<file path="src/rtl/hidden_sampler.sv">
// hidden_sampler
// Bernoulli sampler for hidden-unit probabilities. Each accepted Q0.16 probability
// is either compared against a 16-bit LFSR (giving 0x0000 or 0xFFFF) or passed
// through unchanged. Results are collected into a tile buffer of H_TILE entries,
// which is presented as one parallel vector once the tile is complete.
//
// Ports:
//   clk, rst_n         clock, synchronous active-low reset
//   sample_en          1 = Bernoulli sample, 0 = pass-through (per accepted element)
//   seed, seed_load    LFSR seed and load strobe (seed 0 is replaced by 1)
//   in_valid/in_ready  input handshake; in_p probability, in_last ends tile early
//   out_valid/out_ready output tile handshake
//   out_h              H_TILE x 16 tile values, entry k at [k*16 +: 16]
//   out_bits           per-entry nonzero flags
//   out_count          entries written this tile
//   out_ones           number of nonzero entries
module hidden_sampler #(
  parameter int unsigned H_TILE   = 64,
  parameter int unsigned CNT_W    = $clog2(H_TILE + 1),
  parameter logic [15:0] LFSR_RST = 16'hACE1
) (
  input  logic                  clk,
  input  logic                  rst_n,
  input  logic                  sample_en,
  input  logic [15:0]           seed,
  input  logic                  seed_load,
  input  logic                  in_valid,
  output logic                  in_ready,
  input  logic [15:0]           in_p,
  input  logic                  in_last,
  output logic                  out_valid,
  input  logic                  out_ready,
  output logic [H_TILE*16-1:0]  out_h,
  output logic [H_TILE-1:0]     out_bits,
  output logic [CNT_W-1:0]      out_count,
  output logic [CNT_W-1:0]      out_ones
);

  localparam int unsigned IdxW = (H_TILE > 1) ? $clog2(H_TILE) : 1;

  typedef enum logic [0:0] {StFill, StHold} state_e;

  state_e            state_q, state_d;
  logic [CNT_W-1:0]  cnt_q, cnt_d;    // write index in FILL, final count in HOLD
  logic [CNT_W-1:0]  ones_q, ones_d;
  logic [15:0]       lfsr_q, lfsr_d;
  logic [15:0]       buf_q [H_TILE];

  logic              accept;
  logic              tile_done;
  logic              clear_buf;
  logic [15:0]       h_new;
  logic [IdxW-1:0]   widx;

  assign in_ready = (state_q == StFill) & rst_n;
  assign accept   = in_valid & in_ready;
  assign widx     = cnt_q[IdxW-1:0];

  // Strict unsigned compare against the pre-advance LFSR state.
  assign h_new = sample_en ? ((in_p > lfsr_q) ? 16'hFFFF : 16'h0000) : in_p;

  assign tile_done = accept & (in_last | (cnt_q == CNT_W'(H_TILE - 1)));

  always_comb begin
    state_d   = state_q;
    cnt_d     = cnt_q;
    ones_d    = ones_q;
    clear_buf = 1'b0;
    unique case (state_q)
      StFill: begin
        if (accept) begin
          cnt_d = cnt_q + CNT_W'(1);
          if (h_new != 16'h0000) begin
            ones_d = ones_q + CNT_W'(1);
          end
          if (tile_done) begin
            state_d = StHold;
          end
        end
      end
      StHold: begin
        if (out_ready) begin
          state_d   = StFill;
          cnt_d     = '0;
          ones_d    = '0;
          clear_buf = 1'b1;
        end
      end
      default: begin
        state_d = StFill;
      end
    endcase
  end

  // Seed load wins over advance; a coincident accept has already sampled lfsr_q.
  always_comb begin
    lfsr_d = lfsr_q;
    if (seed_load) begin
      lfsr_d = (seed == 16'h0000) ? 16'h0001 : seed;
    end else if (accept) begin
      lfsr_d = {lfsr_q[14:0], lfsr_q[15] ^ lfsr_q[13] ^ lfsr_q[12] ^ lfsr_q[10]};
    end
  end

  always_ff @(posedge clk) begin
    if (!rst_n) begin
      state_q <= StFill;
      cnt_q   <= '0;
      ones_q  <= '0;
      lfsr_q  <= LFSR_RST;
    end else begin
      state_q <= state_d;
      cnt_q   <= cnt_d;
      ones_q  <= ones_d;
      lfsr_q  <= lfsr_d;
    end
  end

  // Tile buffer; cleared on reset and whenever FILL is re-entered so unused
  // tail entries of an early-terminated tile read as zero.
  always_ff @(posedge clk) begin
    for (int k = 0; k < H_TILE; k++) begin
      if (!rst_n || clear_buf) begin
        buf_q[k] <= 16'h0000;
      end else if (accept && (widx == IdxW'(k))) begin
        buf_q[k] <= h_new;
      end
    end
  end

  always_comb begin
    out_h    = '0;
    out_bits = '0;
    for (int k = 0; k < H_TILE; k++) begin
      out_h[k*16 +: 16] = buf_q[k];
      out_bits[k]       = (buf_q[k] != 16'h0000);
    end
  end

  assign out_valid = (state_q == StHold);
  assign out_count = cnt_q;
  assign out_ones  = ones_q;

endmodule

</file>
<file path="config.mk">
export PLATFORM = sky130hd
export DESIGN_NAME = hidden_sampler
export DESIGN_NICKNAME = d
export VERILOG_FILES = /design/src/rtl/hidden_sampler.sv
export SDC_FILE = /design/constraint.sdc
export NUM_CORES = 1
export LEC_CHECK = 0
export CAP_MARGIN = 20
export CORE_AREA = 3 3 445 447
export CTS_BUF_LIST = sky130_fd_sc_hd__clkbuf_4
export DETAILED_ROUTE_END_ITERATION = 10
export DIE_AREA = 0 0 448 450
export PLACE_DENSITY_LB_ADDON = 0.25
export SLEW_MARGIN = 20
export SYNTH_ARGS = -nofsm -noshare
export SYNTH_HDL_FRONTEND = slang
export SYNTH_SLANG_ARGS = --single-unit
</file>
<file path="constraint.sdc">
create_clock -name clk -period 6.1 [get_ports clk]
set_clock_uncertainty 0.05 [all_clocks]
set_input_delay 1.83 -clock clk [delete_from_list [all_inputs] [get_ports clk]]
set_output_delay 1.83 -clock clk [all_outputs]
set_load 0.1 [all_outputs]
</file>
After elaboration in Yosys (flattened, before gate mapping):

Memory sizes are Yosys's and may differ from the RTL's.
Index checks and enable logic that the tools add are counted.

* flip-flop bits (word level): 31
* memory bits (writable): 1024
* input port bits: 39
* output and inout port bits: 1104
* logic and storage cells: 558
* memories kept: 1

Memories
* buf_q: depth 64, bits a word 16, rd ports 64, clocked after memory_dff 0, write ports 64, RTL line 47 `logic [15:0] buf_q [H_TILE];`

* add/subtract/negate cells: 2
* magnitude comparators: 1
* eq/ne operators: 67
* mux-type cells: 275
* bitwise operators: 72
* reductions and logical operators: 136

Operators with widths (count)
* $mux 16: 69
* $reduce_bool 16->1: 65
* $mux 1: 199
* $eq 6x6->1 const B: 32
* $eq 6x5->1 const B: 16
* $or 1x1->1: 65
* $logic_and 1x1->1: 64
* $eq 6x4->1 const B: 8
* $mux 7: 4
* $pmux 7 s2: 2
* $eq 6x3->1 const B: 4
* $gt 16x16->1: 1
* $logic_not 16->1: 1
* $add 7x1->7 const B: 2
* $eq 6x2->1 const B: 2
* $eq 7x6->1 const B: 1
* $eq 6x1->1 const B: 1
* $logic_not 6->1: 1
* $ne 2x2->1 const B: 2
* $and 1x1->1: 3
* $reduce_and 3->1: 1
* $xor 1x1->1: 3
* $ne 2x1->1 const B: 1
* $pmux 1 s2: 1
* 5 further kinds: 5

Logic depth before layout (Yosys ltp):

Gate-level depths: netlist of run 1.

* depth in word-level cells: 8
* gate-level depth with buffers: 10
* gate-level depth less buffers: 8

Least setup slack after synthesis of run 1:

No wires, ideal clock.

* path type: input to register
* from: input rst_n
* to: memory buf_q[49][0] (netlist: buf_q[1][272]), enable pin
* library setup time: 372 ps
* data arrival time: 4805 ps
* data required time: 5678 ps
* path slack: 873 ps
* cell stages on the path: 9
* buffers on the path: 4
* cells stage by stage: nor2b_1 -> and2_1 -> buf_2 -> and3_1 -> buf_2 -> buf_2 -> nand2_1 -> buf_2 -> nand2_1

RTL lines
* from (decl): RTL line 23 `input logic rst_n,`
* to (decl): RTL line 47

==> results of run 1 <==
==> stage by stage <==
step                      area (sq um)  TNS [ns]  hold slack [ns]  cells  setup slack, ns
after CTS                        58420         0           0.4594   7025          0.01603
after global placement           54830         0           0.4392   6515           0.5878
final                            58460         0           0.4662   7043           0.2420
after global routing             58460  -0.04930           0.4653   7042         -0.04930
after detailed placement         54810         0           0.4497   6516           0.5770
after floorplan                  40520         0           0.4717   2980           0.8734
==> state kept, by name, summed over array words and instances (netlist names) <==
signal / count
out_ones: 7
buf_q: 1024
out_valid: 1
lfsr_q: 16
out_count: 7
==> layout make-up <==
type | instances | share of cell area
sequential | 1055 | 0.5366
timing repair buffer | 1200 | 0.2078
multi-input combinational | 1698 | 0.1374
clock buffer | 431 | 0.05535
tap | 2542 | 0.05440
clock inverter | 78 | 0.006378
inverter | 21 | 0.001348
antenna | 18 | 0.0007705
==> where the power goes <==
part | total [mW] | leakage, nW | internal (mW) | switching, mW
logic | 4.13 | 7.25 | 0.709 | 3.43
clock network | 6.46 | 2.19 | 3.33 | 3.13
registers | 8.56 | 11.0 | 8.28 | 0.279
total | 19.2 | 20.4 | 12.3 | 6.84
==> layer usage <==
metal	global-route usage	wire length (um)
met2	0.3355	102000
met4	0.08071	8013
met5	0	0
met1	0.2339	80180
met3	0.05028	15170
==> worst paths after layout <==
kind / start / end / slack, ns / cells past startpoint
setup / recovery: buf_q[1][176] / out_bits[43] / 0.24 / 3
hold / removal: out_count[6] / out_count[6] / 0.47 / 2
setup reg to reg: out_valid / buf_q[0][65] / 2.39 / 5
hold reg to reg: out_count[6] / out_count[6] / 0.47 / 2
==> cells in the final DEF, fill, tap and decap left out, drive strengths merged, types with 2 or more instances in the layout <==
cell type,netlist,routed
a21boi,3,3
a21oi,47,47
a32o,6,6
and2,15,15
and3,9,9
and4,2,2
buf,131,90
bufinv,0,2
clkbuf,75,432
clkdlybuf4s50,0,1109
clkinv,0,66
dfxtp,31,31
diode,0,18
edfxtp,1024,1024
ha,21,21
inv,21,30
nand2,158,158
nand3,2,2
nand4,67,67
nor2,1037,1037
nor2b,16,16
nor3,2,2
nor3b,2,2
nor4,265,265
o211ai,7,7
o21ai,11,11
o221ai,5,5
o31ai,3,3
xnor2,2,2
xor2,5,5
==> logic make-up (layout without fill, tap and decap cells) <==
logic type,Yosys count,count (layout),share of synthesized area
xor gates and xnor gates,7,7,0.001513
other,0,18,0
DFF,1055,1055,0.7742
buffers and inverters,227,1730,0.02875
muxes,1,1,0.0002471
and+or+nand+nor,1578,1578,0.1707
AOI/OAI and AO/OA,91,91,0.01810
adders and majority gates,21,21,0.006485
==> worst max-delay path, stage by stage, from the launching register on <==
cell	delay (ns)
edfxtp_1	0.41
nor4_1	0.81
nand4_1	0.39
clkdlybuf4s50_1	1.07
==> summary.txt, run 1 <==
Placement
  • Hpwl dp: 149400 um
  • I/O Buffers: 1142
  • Final GP Congestion: 0.8688

Clock network
  • Skew-Pair Late Insertion Delay: 1.33 ns
  • Postcts setup bufs: 0
  • Hold buffers post-CTS: 0
  • PostCTS Resize Cnt: 0
  • Clock transition at path regs: 0.06 ns
  • TritonCTS clock tree: yes
  • Cts bufs inserted: 312
  • H-tree levels: 5
  • Clock Tree Buf Depth: 4
  • TritonCTS Sinks: 1055
  • Root Driver: clkbuf_4

Finish
  • Final core utilization: 0.3004
  • FF+latch area: 0.03137 sq mm
  • Layout cells sized above 1: 0.1312
  • FILL cells: 19960
  • Fin nets: 4348
  • Area of the multi-input gates: 0.008031 sq mm
  • Area added between synthesis and finish: 44.29%

Global route
  • Number of global-route vias before repair: 31640
  • GRT Total Usage: 0.1964
  • Largest net degree at the start of global routing: 65
  • Total grt overflow: 0
  • Global-route wire length before repair: 273000 um
  • Initial antenna violation count: 15

STA
  • Worst slew margin: 0.1893
  • Worst Max-Slew Pin Slew: 1.212 ns
  • Fmax: 170.7 MHz
  • Final Hold Vio Count: 0
  • Final critical-path share of the clock period: 0.9603
  • Crit path time final: 5.858 ns
  • Setup violators final: 0
  • Final max-slew violation count: 0

Floorplan
  • Die X: 448 um
  • Row count: 162
  • # IOs: 1143
  • DIE AREA: 0.2016 sq mm
  • Core Area: 0.1946 sq mm
  • Initial core utilization: 0.2082
  • Die H: 450 um

Yosys
  • Syn Std Cell Area: 0.04052 sq mm
  • Mapped Cells: 2980
  • Synth area leader: edfxtp_1
  • Top cell type's share of synthesized area: 0.7589
  • #FFs+latches synth: 1055
  • Count leader, synth: nor2_1
  • Post-synth ARST share: 0
  • Sequential share of the synthesized area: 0.7742
  • Prevailing post-synth register cell: edfxtp_1
  • EDFF count, synth: 1024
  • Ys Warns: 0
  • Most frequent cells after synthesis: nor2_1 (1037), edfxtp_1 (1024), nor4_1 (265)
  • Avg Cell Area, Syn: 13.60 sq um
  • Post-Syn Nets: 3040
  • Netlist cell types: 49
  • Synth area leaders: edfxtp_1 (76%), nor2_1 (9.6%), nor4_1 (4.1%), dfxtp_1 (1.5%), nand2_1 (1.4%)

Pwr
  • Pwr Total: 19.16 mW
  • VDD IR max: 0.1198 mV
  • Leak: 20.42 nW
  • Cell Pwr Density: 327.7 mW/mm^2

Drt
  • Total Routed Length: 205400 um
  • Vias per inst: 4.521
  • Vias: 31840
  • Starting DRC count in detailed routing: 2815
  • DRC viols: 0
  • Mean routed wirelength per cell: 29.16 um
  • TritonRoute pass-1 iters: 6
  • DRT antenna net count: 0

Critical path
  • Arrival time at the worst endpoint: 3.98 ns
  • CP endpoint kind: output pin
  • Worst setup SP type: flip-flop
  • CP Max Fanout: 2
  • Critical Path RT: 4.22 ns
  • Setup CP Type: flip-flop to output pin

Worst hold path
  • Hold Path Class: flip-flop to flip-flop

Run status
  • Outcome: finished clean

Flow run
  • Max-Cap Viols: 0
Power figures use the tool's default switching activity.
==> run 2, diff against run 1 <==
==> constraint.sdc (replaced) <==
create_clock -name clk -period 6.1 [get_ports clk]
set_clock_uncertainty 0.05 [all_clocks]
set_input_delay 1.22 -clock clk [delete_from_list [all_inputs] [get_ports clk]]
set_output_delay 1.22 -clock clk [all_outputs]
set_load 0.1 [all_outputs]
==> summary.txt, run 2 (synthesis results as in run 1) <==
Run status
  • Outcome: finished clean

Worst hold path
  • Worst Min Path Start: lfsr_q[6]
  • Hold Path Class: flip-flop to flip-flop

Drt
  • TritonRoute pass-1 iters: 6
  • Starting DRC count in detailed routing: 2993
  • DRC viols: 0
  • DRT antenna net count: 0
  • Mean routed wirelength per cell: 29.50 um
  • Total Routed Length: 207100 um
  • Vias per inst: 4.543
  • Vias: 31890

STA
  • Worst hold margin: 0.4686 ns
  • Worst slew margin: 0.1947
  • Setup violators final: 0
  • RSZ-0062 raised after global routing: no
  • Fmax: 192.7 MHz
  • Crit path time final: 5.189 ns
  • Final max-slew violation count: 0
  • Final Hold Vio Count: 0
  • Worst Max-Slew Pin Slew: 1.204 ns
  • Final setup TNS: 0 ns
  • Final critical-path share of the clock period: 0.8507

Clock network
  • TritonCTS clock tree: yes
  • Cts bufs inserted: 308
  • H-tree levels: 5
  • TritonCTS Sinks: 1055
  • Hold buffers post-CTS: 0
  • Postcts setup bufs: 0
  • PostCTS Resize Cnt: 0
  • Root Driver: clkbuf_4
  • Clock Tree Buf Depth: 4
  • Clock transition at path regs: 0.06 ns
  • Skew-Pair Late Insertion Delay: 1.31 ns

Placement
  • Final GP Congestion: 0.8807
  • Placed cell count: 6504
  • I/O Buffers: 1142
  • Hpwl dp: 150200 um

Finish
  • Leading cell type in the layout, fill and taps excluded: clkdlybuf4s50_1
  • Layout cells sized above 1: 0.1321
  • Reg with most FFs: buf_q
  • Non-filler cells, final: 7019
  • Most frequent cells in the layout: clkdlybuf4s50_1 (1101), nor2_1 (1037), edfxtp_1 (1024), clkbuf_4 (443), nor4_1 (262)
  • Max reg flops: 1024
  • Largest regs: buf_q x1024, lfsr_q x16
  • FILL cells: 20010
  • Area added between synthesis and finish: 43.82%
  • Fin nets: 4332
  • Final core utilization: 0.2995

Critical path
  • CP bufs+invs: 1
  • Crit path cell chain: nor4_1 -> nand4_1 -> clkdlybuf4s50_1
  • Reg-to-Reg Start: out_count[0]
  • Crit. path cell count: 3
  • Delay of the slowest critical-path stage: 1.11 ns
  • CP top delay family: buffers and inverters
  • Critical Path RT: 4.83 ns
  • Arrival time at the worst endpoint: 3.92 ns
  • Worst setup path endpoint: out_bits[39]
  • CP Max Fanout: 2
  • Slowest stage cell, crit path: clkdlybuf4s50_1
  • Reg2reg setup slack: 2.41 ns
  • R2r endpoint: buf_q[1][509]
  • Worst setup SP type: flip-flop
  • CP endpoint kind: output pin
  • Register-to-Register Path Depth: 4
  • Critical Path Start: buf_q[1][124]
  • Setup CP Type: flip-flop to output pin

Pwr
  • Cell Pwr Density: 329.1 mW/mm^2
  • Leak: 20.35 nW
  • VDD IR max: 0.1171 mV
  • Pwr Total: 19.18 mW

Floorplan
  • Die X: 448 um
  • Die H: 450 um
  • Core Area: 0.1946 sq mm
  • DIE AREA: 0.2016 sq mm
  • Row count: 162
  • Initial core utilization: 0.2082
  • # IOs: 1143

Global route
  • Largest net degree at the start of global routing: 65
  • GRT Total Usage: 0.1980
  • Number of global-route vias before repair: 31700
  • Total grt overflow: 0
  • Global-route wire length before repair: 274200 um
  • Initial antenna violation count: 23

Flow run
  • Max-Cap Viols: 0
[run 2: final cells by class]
type / count / area (sq um) / share of cell area
clock buffer: 443 / 3326 / 0.05707
inverter: 21 / 78.83 / 0.001353
timing repair buffer: 1188 / 11960 / 0.2052
antenna: 19 / 47.55 / 0.0008159
clock inverter: 53 / 275.3 / 0.004724
multi-input combinational: 1698 / 8035 / 0.1379
tap: 2542 / 3181 / 0.05458
sequential: 1055 / 31370 / 0.5383
[run 2: how the worst min path moves through the flow]
stage / endpoint / slack (ns) / cells past startpoint
finish: lfsr_q[7] / 0.47 / 2
global route: lfsr_q[12] / 0.37 / 3
CTS: lfsr_q[12] / 0.30 / 3
detailed placement: out_count[6] / 0.46 / 2
global placement: out_count[6] / 0.45 / 2
floorplan: lfsr_q[1] / 0.47 / 2
[run 2: routing by layer]
layer  vias up  global-route usage  wire, um
met4         8             0.08615      8918
li1      13540                   -         -
met3       364             0.05442     15920
met2      1539              0.3362    102200
met5         -                   0        51
met1     16440              0.2331     79940
[run 2: where the power goes]
| part | switching (mW) | total, mW | internal (mW) | leakage [nW] |
|---|---|---|---|---|
| sequential | 0.282 | 8.56 | 8.28 | 11.0 |
| combinational | 3.43 | 4.12 | 0.693 | 7.18 |
| clock | 3.11 | 6.49 | 3.39 | 2.19 |
| total | 6.82 | 19.2 | 12.4 | 20.4 |
[run 2: worst register-to-register path: stages (launching register included)]
cell     delay [ns]
dfxtp_1        0.48
ha_1           0.30
and3_1         0.81
nand2_1        0.80
nand2_1        0.85
[run 2: through the flow]
stage | area (sq um) | setup WS [ns]
floorplan | 40520 | 1.483
global placement | 54680 | 0.9612
detailed placement | 54630 | 0.9848
CTS | 58230 | 0.3410
global route | 58260 | 0.5548
finish | 58270 | 0.9106
